--- config.mk ---
export PLATFORM = sky130hd
export DESIGN_NAME = uart_receiver
export DESIGN_NICKNAME = d
export VERILOG_FILES = /design/src/rtl/uart_receiver_pkg.sv /design/src/rtl/bit_synchronizer.sv /design/src/rtl/uart_receiver.sv
export SDC_FILE = /design/constraint.sdc
export NUM_CORES = 1
export LEC_CHECK = 0
export ABC_AREA = 1
export CAP_MARGIN = 20
export CORE_MARGIN = 2
export CORE_UTILIZATION = 56
export DETAILED_ROUTE_END_ITERATION = 16
export GPL_ROUTABILITY_DRIVEN = 0
export PLACE_DENSITY = 0.83
export SLEW_MARGIN = 40
export SYNTH_ARGS = -nofsm -noshare
export SYNTH_HDL_FRONTEND = slang
export SYNTH_SLANG_ARGS = --single-unit
--- constraint.sdc ---
create_clock -name clock -period 1.9 [get_ports clock]
set_input_delay 0.285 -clock clock [delete_from_list [all_inputs] [get_ports clock]]
set_output_delay 0.285 -clock clock [all_outputs]
set_load 0.005 [all_outputs]
--- src/rtl/uart_receiver_pkg.sv ---
// Shared UART definitions: line FSM states and frame geometry.
// Imported by the receiver now and the transmitter later.
package uart_receiver_pkg;

  typedef enum logic [1:0] {
    IDLE  = 2'd0,
    START = 2'd1,
    DATA  = 2'd2,
    STOP  = 2'd3
  } rx_state_t;

  localparam int DATA_BITS = 8;
  localparam int IDX_W     = $clog2(DATA_BITS);

endpackage

--- src/rtl/bit_synchronizer.sv ---
// Multi-flop synchroniser for asynchronous single-bit inputs.
// Resets to 1 so an idle-high line does not look like an edge.
module bit_synchronizer #(
  parameter int STAGES = 2
) (
  input  logic clock,
  input  logic reset,
  input  logic d,
  output logic q
);

  logic [STAGES-1:0] sync;

  always_ff @(posedge clock or negedge reset) begin
    if (!reset) begin
      sync <= '1;
    end else begin
      sync <= {sync[STAGES-2:0], d};
    end
  end

  assign q = sync[STAGES-1];

endmodule

--- src/rtl/uart_receiver.sv ---
// 8N1 UART receiver: start detect, mid-bit sampling, and a
// one-entry valid/ready output register with error pulses.
module uart_receiver
  import uart_receiver_pkg::*;
#(
  parameter int CLOCK_FREQUENCY = 100_000_000,
  parameter int BAUD_RATE       = 115_200,
  parameter int SYNC_STAGES     = 2
) (
  input  logic       clock,
  input  logic       reset,
  input  logic       uart_receive,
  output logic [7:0] data_out,
  output logic       data_out_valid,
  input  logic       data_out_ready,
  output logic       framing_error,
  output logic       overrun
);

  localparam int CPB   = CLOCK_FREQUENCY / BAUD_RATE;
  localparam int HALF  = CPB / 2;
  localparam int CNT_W = $clog2(CPB);

  localparam logic [CNT_W-1:0] CNT_HALF = CNT_W'(HALF - 1);
  localparam logic [CNT_W-1:0] CNT_FULL = CNT_W'(CPB - 1);
  localparam logic [IDX_W-1:0] IDX_LAST = IDX_W'(DATA_BITS - 1);

  logic                 rx;
  rx_state_t            state;
  logic [CNT_W-1:0]     cnt;
  logic [IDX_W-1:0]     bit_index;
  logic [DATA_BITS-1:0] shift;

  logic half_done;
  logic full_done;
  logic slot_free;

  bit_synchronizer #(
    .STAGES (SYNC_STAGES)
  ) u_sync (
    .clock (clock),
    .reset (reset),
    .d     (uart_receive),
    .q     (rx)
  );

  assign half_done = (cnt == CNT_HALF);
  assign full_done = (cnt == CNT_FULL);
  // Slot is usable if empty or being drained this very cycle.
  assign slot_free = !data_out_valid || data_out_ready;

  always_ff @(posedge clock or negedge reset) begin
    if (!reset) begin
      state          <= IDLE;
      cnt            <= '0;
      bit_index      <= '0;
      shift          <= '0;
      data_out       <= '0;
      data_out_valid <= 1'b0;
      framing_error  <= 1'b0;
      overrun        <= 1'b0;
    end else begin
      framing_error <= 1'b0;
      overrun       <= 1'b0;
      cnt           <= cnt + 1'b1;
      if (data_out_valid && data_out_ready) begin
        data_out_valid <= 1'b0;
      end
      unique case (state)
        IDLE: begin
          cnt <= '0;
          if (!rx) begin
            state <= START;
          end
        end
        START: begin
          if (half_done) begin
            cnt       <= '0;
            bit_index <= '0;
            state     <= rx ? IDLE : DATA;
          end
        end
        DATA: begin
          if (full_done) begin
            cnt              <= '0;
            shift[bit_index] <= rx;
            if (bit_index == IDX_LAST) begin
              state <= STOP;
            end else begin
              bit_index <= bit_index + 1'b1;
            end
          end
        end
        STOP: begin
          if (full_done) begin
            cnt   <= '0;
            state <= IDLE;
            if (!rx) begin
              framing_error <= 1'b1;
            end else if (slot_free) begin
              data_out       <= shift;
              data_out_valid <= 1'b1;
            end else begin
              overrun <= 1'b1;
            end
          end
        end
        default: state <= IDLE;
      endcase
    end
  end

endmodule

==> impl_metrics.ini, run 1 <==
[status]
run_status = complete, no violations

[final_layout]
layout.cells.most_common_list = sky130_fd_sc_hd__nand2_1 (55), sky130_fd_sc_hd__dfrtp_1 (34), sky130_fd_sc_hd__nand3_1 (22)
n_antenna_cell = 0
layout.cells.non_filler = 246
finish.net_count = 222
drive_gt1_share_pct = 9.30
syn_to_final_growth_pct = 15.5
most_common_cell_after_layout_fill_and_taps_aside = sky130_fd_sc_hd__nand2_1
stdcell_area_sq_um = 1920

[route]
final_routed_wirelength_um = 3290
route.top_layer_used = met4
wl_per_cell_um = 13.4
drt_iter0_drc = 55
detailedRoute.firstPassIterationCount = 4
drcViolationCount = 0
ant_nets = 0
route.met2.wl_um = 1590
routedLengthMet1_um = 1360
route.detailed.vias_per_inst = 5.48
route.vias.total = 1349
wl_met3_um = 224

[placement]
post-dp-hpwl_um = 2410
placement.setup.worst_slack_ps = 183
port-buffer-count = 14
post_dp_cell_area_sq_um = 1840
placedCellCount = 238

[floorplanning]
die_area_sq_um = 3410
pin_count = 15
fp.coreArea_sq_um = 2780
num_rows = 19
chipWidth_um = 58.4
die-height_um = 58.4
start_util_pct = 59.6

[setup_path]
worst-endpoint-arrival_ps = 1970
path_class = flop to flop
critical_path.endpoint_type = flop
reg2reg_depth = 8
critPathMaxFanout = 10
cp_data_required_time_ps = 2150
reg2reg_from = cnt[0]$_DFF_PN0_
type_of_element_launching_the_critical_path = flop
critical_path.startpoint = cnt[0]$_DFF_PN0_

[power]
clock_power_share_pct = 40.3
switching_share_pct = 21.1
p_seq_share_pct = 57.8
cellPowerDensity_nw_per_um2 = 695
p_switching_uw = 281
power_report.internal_total_mw = 1.05
combPwrFrac_pct = 1.9
leakage_nw = 0.920
ir_drop_uv = 781

[sta]
totalNegativeSetupSlack_ps = 0
timing.final.max_slew_violations = 0
hold_viol = 0
finalWorstSetupSlack_ps = 185
slew_headroom_pct = 70.3
timing.clock.skew_ps = 14.4
finalSetupViolations = 0
hold-worst-slack_ps = 322
max_slew.worst_pin.slew_ps = 445
final_min_period_over_clock_period_pct = 90.2
setup_repair_after_global_routing_missed_its_margin = false
fmax_ghz = 0.583
period_minus_ws_final_ps = 1710

[logic_synthesis]
total_standard_cell_area_after_synthesis_sq_um = 1660
mappedNetlistNets = 202
register_area_share_after_synthesis_pct = 54.4
synthesis.yosys.warnings = 0
postSynthRegisterBits = 36
netlist-cell-type-count = 22
syn_area_per_cell_sq_um = 8.55
post_synth_inst_count = 194

[clock_network]
cts_hold_repair.buffers = 0
h-tree-depth = 2
worstSkewPairLatency_ps = 350
clkSlewWorstSetupHoldPaths_ps = 110
clock_path_buffers = 2
tritoncts_clock_tree = built
cts.repair.resized = 0
post_cts.repair.setup_buffers = 0
clock-root-buffer = sky130_fd_sc_hd__clkbuf_4
tritoncts_num_sinks = 36
cts_inserted_buffers = 5

[grt]
grt_usage_pct = 22.4
grt_pass1_vias = 1325
grt_antenna_before_repair = 0
grt-ovfl-total = 0
grt_start_max_net_pins = 37
grt_first_pass_wirelength_um = 5690

[job]
max_cap_viol_count = 0

[worst_hold_path]
hold_class = primary input to asynchronous set/reset pin
critical path: stages, from the launching register on:
cell	delay [ps]
sky130_fd_sc_hd__dfrtp_1	420
sky130_fd_sc_hd__ha_1	230
sky130_fd_sc_hd__nand2_1	90
sky130_fd_sc_hd__nor2_2	150
sky130_fd_sc_hd__nand2_4	100
sky130_fd_sc_hd__nor3_4	350
sky130_fd_sc_hd__nand2_4	140
sky130_fd_sc_hd__nand2_1	100
sky130_fd_sc_hd__nand2_1	50
synthesized netlist by cell type (all sizes together):
| library cell | count | area (sq um) |
|---|---|---|
| ha | 4 | 50.1 |
| o21ai | 16 | 80.1 |
| dfstp | 2 | 52.6 |
| xnor2 | 2 | 17.5 |
| nor3 | 3 | 26.3 |
| nand3 | 22 | 110 |
| nor2 | 25 | 111 |
| inv | 20 | 75.1 |
| clkbuf | 1 | 3.75 |
| dfrtp | 34 | 851 |
| buf | 1 | 5.00 |
| a31oi | 1 | 6.26 |
| nand2 | 57 | 229 |
| xor2 | 3 | 26.3 |
| clkinv | 1 | 3.75 |
| a21oi | 1 | 5.00 |
| nand4 | 1 | 6.26 |
power by group through the flow:
| stage | Combinational, mW | Clock (mW) | Sequential, mW |
|---|---|---|---|
| after detailed placement | 0.0263 | 0 | 0.785 |
| after global placement | 0.0253 | 0 | 0.785 |
| after global routing | 0.0293 | 0.573 | 0.771 |
| final | 0.0252 | 0.536 | 0.771 |
| after floorplan | 0.00358 | 0 | 0.785 |
| after CTS | 0.0263 | 0.547 | 0.771 |
through the flow:
stage / utilization (%) / total power [mW]
after floorplan: - / 0.789
after global placement: 66.0 / 0.810
after detailed placement: 66.0 / 0.812
after CTS: 68.9 / 1.34
after global routing: 68.9 / 1.37
final: 68.9 / 1.33
worst paths after layout:
check                                            to  slack, ps
max in group asynchronous  u_sync.sync[1]$_DFF_PN1_       1210
min reg2reg                u_sync.sync[1]$_DFF_PN1_        360
max                         data_out[2]$_DFFE_PN0P_        190
min                                cnt[3]$_DFF_PN0_        320
max reg2reg                 data_out[2]$_DFFE_PN0P_        190
min in group clock         u_sync.sync[0]$_DFF_PN1_        340
layer usage:
layer / track usage, % / vias up
met5: 0 / -
met3: 6.81 / 17
met1: 25.4 / 629
li1: - / 650
met4: 13.6 / 0
met2: 37.1 / 53
cell families (layout without fill, tap and decap cells):
| kind of cell | count (synthesis) | count (layout) | synth area share [%] |
|---|---|---|---|
| buffers and inverters | 23 | 44 | 5.28 |
| flip-flops | 36 | 36 | 54.4 |
| XOR/XNOR | 5 | 5 | 2.64 |
| AND/OR/NAND/NOR | 108 | 108 | 29.1 |
| adder cells (fa/ha/maj) | 4 | 4 | 3.02 |
| AO/OA/AOI/OAI | 18 | 18 | 5.51 |
cell type report:
class / count / area (sq um)
Clock inverter: 3 / 42.5
Clock buffer: 5 / 37.5
Tap cell: 31 / 38.8
Multi-Input combinational cell: 135 / 668
Sequential cell: 36 / 903
Timing Repair Buffer: 15 / 148
Inverter: 21 / 78.8
Fill cell: 212 / 865
registers in the layout (all words and copies together), names as in the netlist, named ones only:
name,count
cnt,10
u_sync.sync,2
shift,8
framing_error,1
data_out,8
state,1
data_out_valid,1
overrun,1
bit_index,3
Note: power is estimated with default switching activity, not from simulation.
==> run 2: changes to the inputs <==
CORE_UTILIZATION = 60   (was 56)
CTS_BUF_LIST = sky130_fd_sc_hd__clkbuf_8   (was default)
DONT_BUFFER_PORTS = 1   (was default)
PLACE_DENSITY = 0.81   (was 0.83)
==> run 2 against run 1 <==
Maximum frequency is 0.52% lower. Cell count is 4.5% lower. Routed wire length is 3.3% lower. Utilization is 2.1 points higher. Setup slack worse by 9.0 ps. Clock skew is 4.7 ps lower. Critical endpoint is now state[0]$_DFFE_PN0P_. Largest cell class unchanged.
==> impl_metrics.ini, run 2 (synthesis gave the netlist of run 1 again) <==
[sta]
fmax_ghz = 0.580
final_min_period_over_clock_period_pct = 90.7
totalNegativeSetupSlack_ps = 0
timing.clock.skew_ps = 9.64
slew_headroom_pct = 73.6
timing.final.max_slew_violations = 0
max_slew.worst_pin.slew_ps = 395
setup_repair_after_global_routing_missed_its_margin = false
hold_viol = 0
finalSetupViolations = 0
period_minus_ws_final_ps = 1720

[final_layout]
largest_register_ff_count = 10
n_antenna_cell = 0
drive_gt1_share_pct = 10.3
layout.cells.non_filler = 235
fill_cells = 193
layout.cells.most_common_list = sky130_fd_sc_hd__nand2_1 (55), sky130_fd_sc_hd__dfrtp_1 (34), sky130_fd_sc_hd__nand3_1 (22)
biggestRegsByFlops = cnt (10), data_out (8), shift (8)
regMostFlops = cnt
syn_to_final_growth_pct = 15.0
most_common_cell_after_layout_fill_and_taps_aside = sky130_fd_sc_hd__nand2_1
area.sequential_sq_um = 903
multi_input_comb_area_sq_um = 668
finish.net_count = 211

[setup_path]
critPathMaxStageDelay_ps = 420
reg2reg_from = cnt[0]$_DFF_PN0_
cp_data_required_time_ps = 2090
path_class = flop to flop
rr_endpoint = state[0]$_DFFE_PN0P_
crit_path_cell_trace = ha_1, nand2_1, nor2_2, nand2_4, nand2_1, nand2_1, clkinv_1, nand3_1, nand2_1
path_common_cell = sky130_fd_sc_hd__nand2_1
critPathCapture = state[0]$_DFFE_PN0P_
critPathMaxFanout = 9
timing.reg2reg.setup_slack_ps = 180
critical_path.endpoint_type = flop
crit_slowest_cell = sky130_fd_sc_hd__dfrtp_1
worst-endpoint-arrival_ps = 1910
critical_path.startpoint = cnt[0]$_DFF_PN0_
reg2reg_depth = 9
type_of_element_launching_the_critical_path = flop

[grt]
grt_first_pass_wirelength_um = 5530
grt-ovfl-total = 0
grt_pass1_vias = 1298
grt_usage_pct = 23.1
grt_antenna_before_repair = 0
grt_start_max_net_pins = 37

[placement]
placedCellCount = 223
post-dp-hpwl_um = 2140
port-buffer-count = 0

[route]
route.vias.total = 1295
final_routed_wirelength_um = 3180
wl_per_cell_um = 13.5
ant_nets = 0
drcViolationCount = 0
route.detailed.vias_per_inst = 5.51
drt_iter0_drc = 38
detailedRoute.firstPassIterationCount = 6

[worst_hold_path]
hold_class = flop to flop
hp-start = u_sync.sync[0]$_DFF_PN1_

[clock_network]
clkSlewWorstSetupHoldPaths_ps = 80
tritoncts_clock_tree = built
cts.repair.resized = 0
clock_path_buffers = 2
h-tree-depth = 2
clock-root-buffer = sky130_fd_sc_hd__clkbuf_8
worstSkewPairLatency_ps = 290
tritoncts_num_sinks = 36
cts_inserted_buffers = 5

[floorplanning]
chipWidth_um = 56.6
num_rows = 19
die_area_sq_um = 3200
pin_count = 15
die-height_um = 56.6
fp.coreArea_sq_um = 2690
start_util_pct = 61.8

[status]
run_status = complete, no violations

[job]
max_cap_viol_count = 0

[power]
leakage_nw = 0.929
cellPowerDensity_nw_per_um2 = 907
ir_drop_uv = 1040
## run 2: area by class of cell
cell class | instances | share of cell area, %
clock buffers | 5 | 3.61
clock inverters | 3 | 4.72
inverters | 21 | 4.13
multi-input cells | 135 | 35.0
flip-flops and latches | 36 | 47.3
well taps | 31 | 2.03
repair buffers | 4 | 3.15
## run 2: power breakdown
| part | internal (mW) | leakage (nW) | switching (mW) | total (mW) |
|---|---|---|---|---|
| combinational | 0.00735 | 0.369 | 0.0184 | 0.0258 |
| sequential | 0.770 | 0.481 | 0.000897 | 0.771 |
| clock | 0.656 | 0.0784 | 0.278 | 0.934 |
| total | 1.43 | 0.929 | 0.297 | 1.73 |
## run 2: worst max-delay path: cells and delay by family (launching register included)
kind	cells	cell delay, ps
adders and majority gates	1	260
buffers and inverters	1	260
and+or+nand+nor	7	670
DFF	1	420
## run 2: metrics by stage
step	hold slack (ps)	power (mW)	setup WS (ps)	instance area [sq um]	util, %
after floorplan	-10.6	0.789	416	1660	-
after global placement	-9.82	0.789	277	1690	62.9
after detailed placement	-9.85	0.789	195	1690	62.9
after CTS	357	1.74	165	1890	70.3
after global routing	364	1.77	30.3	1910	71.0
final	357	1.73	176	1910	71.0
## run 2: timing repair
action / 4_1_cts / 5_1_grt
setup endpoints to repair: 0 / 3
buffers inserted: 0 / 1
hold endpoints to repair: 37 / 0
hold buffers: 3 / 0
## run 2: metal layers
metal | track usage, % | vias up | wire, um
li1 | - | 629 | -
met4 | 10.2 | 0 | 87
met3 | 7.37 | 8 | 145
met2 | 37.7 | 35 | 1600
met5 | 0 | - | 0
met1 | 27.7 | 623 | 1340
## run 2: worst min path at each step
stage                            endpoint  slack (ps)  cells after the start
4_1_cts          u_sync.sync[1]$_DFF_PN1_         360                      0
3_3_place_gp             cnt[4]$_DFF_PN0_         -10                      0
6_report         u_sync.sync[1]$_DFF_PN1_         360                      0
5_1_grt          u_sync.sync[1]$_DFF_PN1_         360                      0
2_1_floorplan  asynchronous set/reset pin         -10                      0
3_5_place_dp             cnt[4]$_DFF_PN0_         -10                      0
==> run 3: changes to the inputs <==
CELL_PAD_IN_SITES_DETAIL_PLACEMENT = 1   (was default)
CELL_PAD_IN_SITES_GLOBAL_PLACEMENT = 2   (was default)
CORE_UTILIZATION = 39   (was 60)
PLACE_DENSITY = 0.85   (was 0.81)
==> run 3 against run 2 <==
Via count barely moved. Final area rose by 1.8%. Critical path depth did not move. Sequential power barely moved. Sequential share of layout area fell by 0.82 points. Hold slack improved by 3.7 ps. Largest power group unchanged. Maximum frequency rose by 4.2%. Clock skew rose by 2.1 ps. Register-to-register slack improved by 70 ps. Clock-buffer cell count did not move.
==> impl_metrics.ini, run 3 (synthesis gave the netlist of run 1 again) <==
[clock_network]
tritoncts_num_sinks = 36
worstSkewPairLatency_ps = 300
clock-root-buffer = sky130_fd_sc_hd__clkbuf_8
cts.repair.resized = 0
tritoncts_clock_tree = built
h-tree-depth = 2
cts_inserted_buffers = 5
clock_path_buffers = 2
clkSlewWorstSetupHoldPaths_ps = 70

[grt]
grt_pass1_vias = 1407
grt-ovfl-total = 0
grt_antenna_before_repair = 0
grt_start_max_net_pins = 37
grt_usage_pct = 17.9
grt_first_pass_wirelength_um = 6770

[worst_hold_path]
hp-start = u_sync.sync[0]$_DFF_PN1_
hold_class = flop to flop

[floorplanning]
start_util_pct = 40.9
fp.coreArea_sq_um = 4060
die-height_um = 69.2
chipWidth_um = 69.2
num_rows = 23
pin_count = 15
die_area_sq_um = 4790

[route]
drcViolationCount = 0
drt_iter0_drc = 60
route.vias.total = 1296
final_routed_wirelength_um = 3880
wl_per_cell_um = 15.1
ant_nets = 0
detailedRoute.firstPassIterationCount = 4
route.detailed.vias_per_inst = 5.04

[final_layout]
drive_gt1_share_pct = 11.6
largest_register_ff_count = 10
layout.cells.non_filler = 257
n_antenna_cell = 0
final_core_utilization_pct = 47.9
finish.net_count = 214
syn_to_final_growth_pct = 17.0
stdcell_area_sq_um = 1940
layout.cells.most_common_list = sky130_fd_sc_hd__nand2_1 (55), sky130_fd_sc_hd__dfrtp_1 (34), sky130_fd_sc_hd__nand3_1 (22)
biggestRegsByFlops = cnt (10), data_out (8), shift (8)
regMostFlops = cnt
most_common_cell_after_layout_fill_and_taps_aside = sky130_fd_sc_hd__nand2_1

[placement]
post_dp_cell_area_sq_um = 1720
placedCellCount = 243
post-dp-hpwl_um = 2820
placement.setup.worst_slack_ps = 144
port-buffer-count = 0

[setup_path]
cp_data_required_time_ps = 2080
path_class = flop to flop
worst-endpoint-arrival_ps = 1830
type_of_element_launching_the_critical_path = flop
critical_path.startpoint = cnt[0]$_DFF_PN0_
critical_path.endpoint_type = flop
reg2reg_from = cnt[0]$_DFF_PN0_
critPathMaxFanout = 8

[power]
cellPowerDensity_nw_per_um2 = 896
leakage_nw = 0.943
report.power.total_mw = 1.74
ir_drop_uv = 526

[sta]
hold-worst-slack_ps = 360
max_slew.worst_pin.slew_ps = 411
hold_viol = 0
setup_repair_after_global_routing_missed_its_margin = false
slew_headroom_pct = 72.5
period_minus_ws_final_ps = 1650
finalSetupViolations = 0
timing.clock.skew_ps = 11.8
timing.final.max_slew_violations = 0
fmax_ghz = 0.605
finalWorstSetupSlack_ps = 246
final_min_period_over_clock_period_pct = 87.1
totalNegativeSetupSlack_ps = 0

[status]
run_status = complete, no violations

[job]
max_cap_viol_count = 0
[run 3: cell types whose count changed in the layout (fill, tap and decap cells not counted), sizes merged]
cell,before,now
buf,2,5
[run 3: path summary, 6_finish.rpt]
kind	slack, ps	end	cells after the start
setup reg to reg	250	data_out[3]$_DFFE_PN0P_	9
min in group asynchronous	430	data_out_valid$_DFF_PN0_	2
setup / recovery	250	data_out[3]$_DFFE_PN0P_	9
hold / removal	360	u_sync.sync[1]$_DFF_PN1_	0
hold reg to reg	360	u_sync.sync[1]$_DFF_PN1_	0
max in group asynchronous	1210	u_sync.sync[0]$_DFF_PN1_	2
[run 3: critical path: stages (launching register included)]
cell and delay [ps]:
sky130_fd_sc_hd__dfrtp_1 400, sky130_fd_sc_hd__ha_1 220, sky130_fd_sc_hd__nand2_1 80, sky130_fd_sc_hd__nor2_2 140, sky130_fd_sc_hd__nand2_4 100, sky130_fd_sc_hd__nor3_4 170, sky130_fd_sc_hd__buf_4 190, sky130_fd_sc_hd__nand2_4 90
sky130_fd_sc_hd__nand2_1 90, sky130_fd_sc_hd__nand2_1 70
[run 3: timing repair]
action                     CTS  global route
buffers inserted             0             3
hold buffers                 3             0
setup endpoints to repair    0             1
hold endpoints to repair    37             0
[run 3: layer usage]
metal	vias up	routed length (um)	part of all wire (%)	GRT usage (%)
li1	634	-	-	-
met1	635	1690	44	21.6
met2	20	1960	51	30.0
met3	7	138	3.6	5.38
met4	0	82	2.1	6.75
met5	-	0	0	0
[run 3: area by class of cell]
cell class / instances / area (sq um)
multi-input cells: 135 / 668
clock inverters: 3 / 90.1
flip-flops and latches: 36 / 903
fillers: 489 / 2120
well taps: 50 / 62.6
inverters: 21 / 78.8
repair buffers: 7 / 70.1
clock buffers: 5 / 68.8
[run 3: power by group]
| group | switching, mW | internal [mW] |
|---|---|---|
| Sequential | 0.000964 | 0.770 |
| Clock | 0.286 | 0.657 |
| Combinational | 0.0195 | 0.00736 |
| Total | 0.307 | 1.43 |
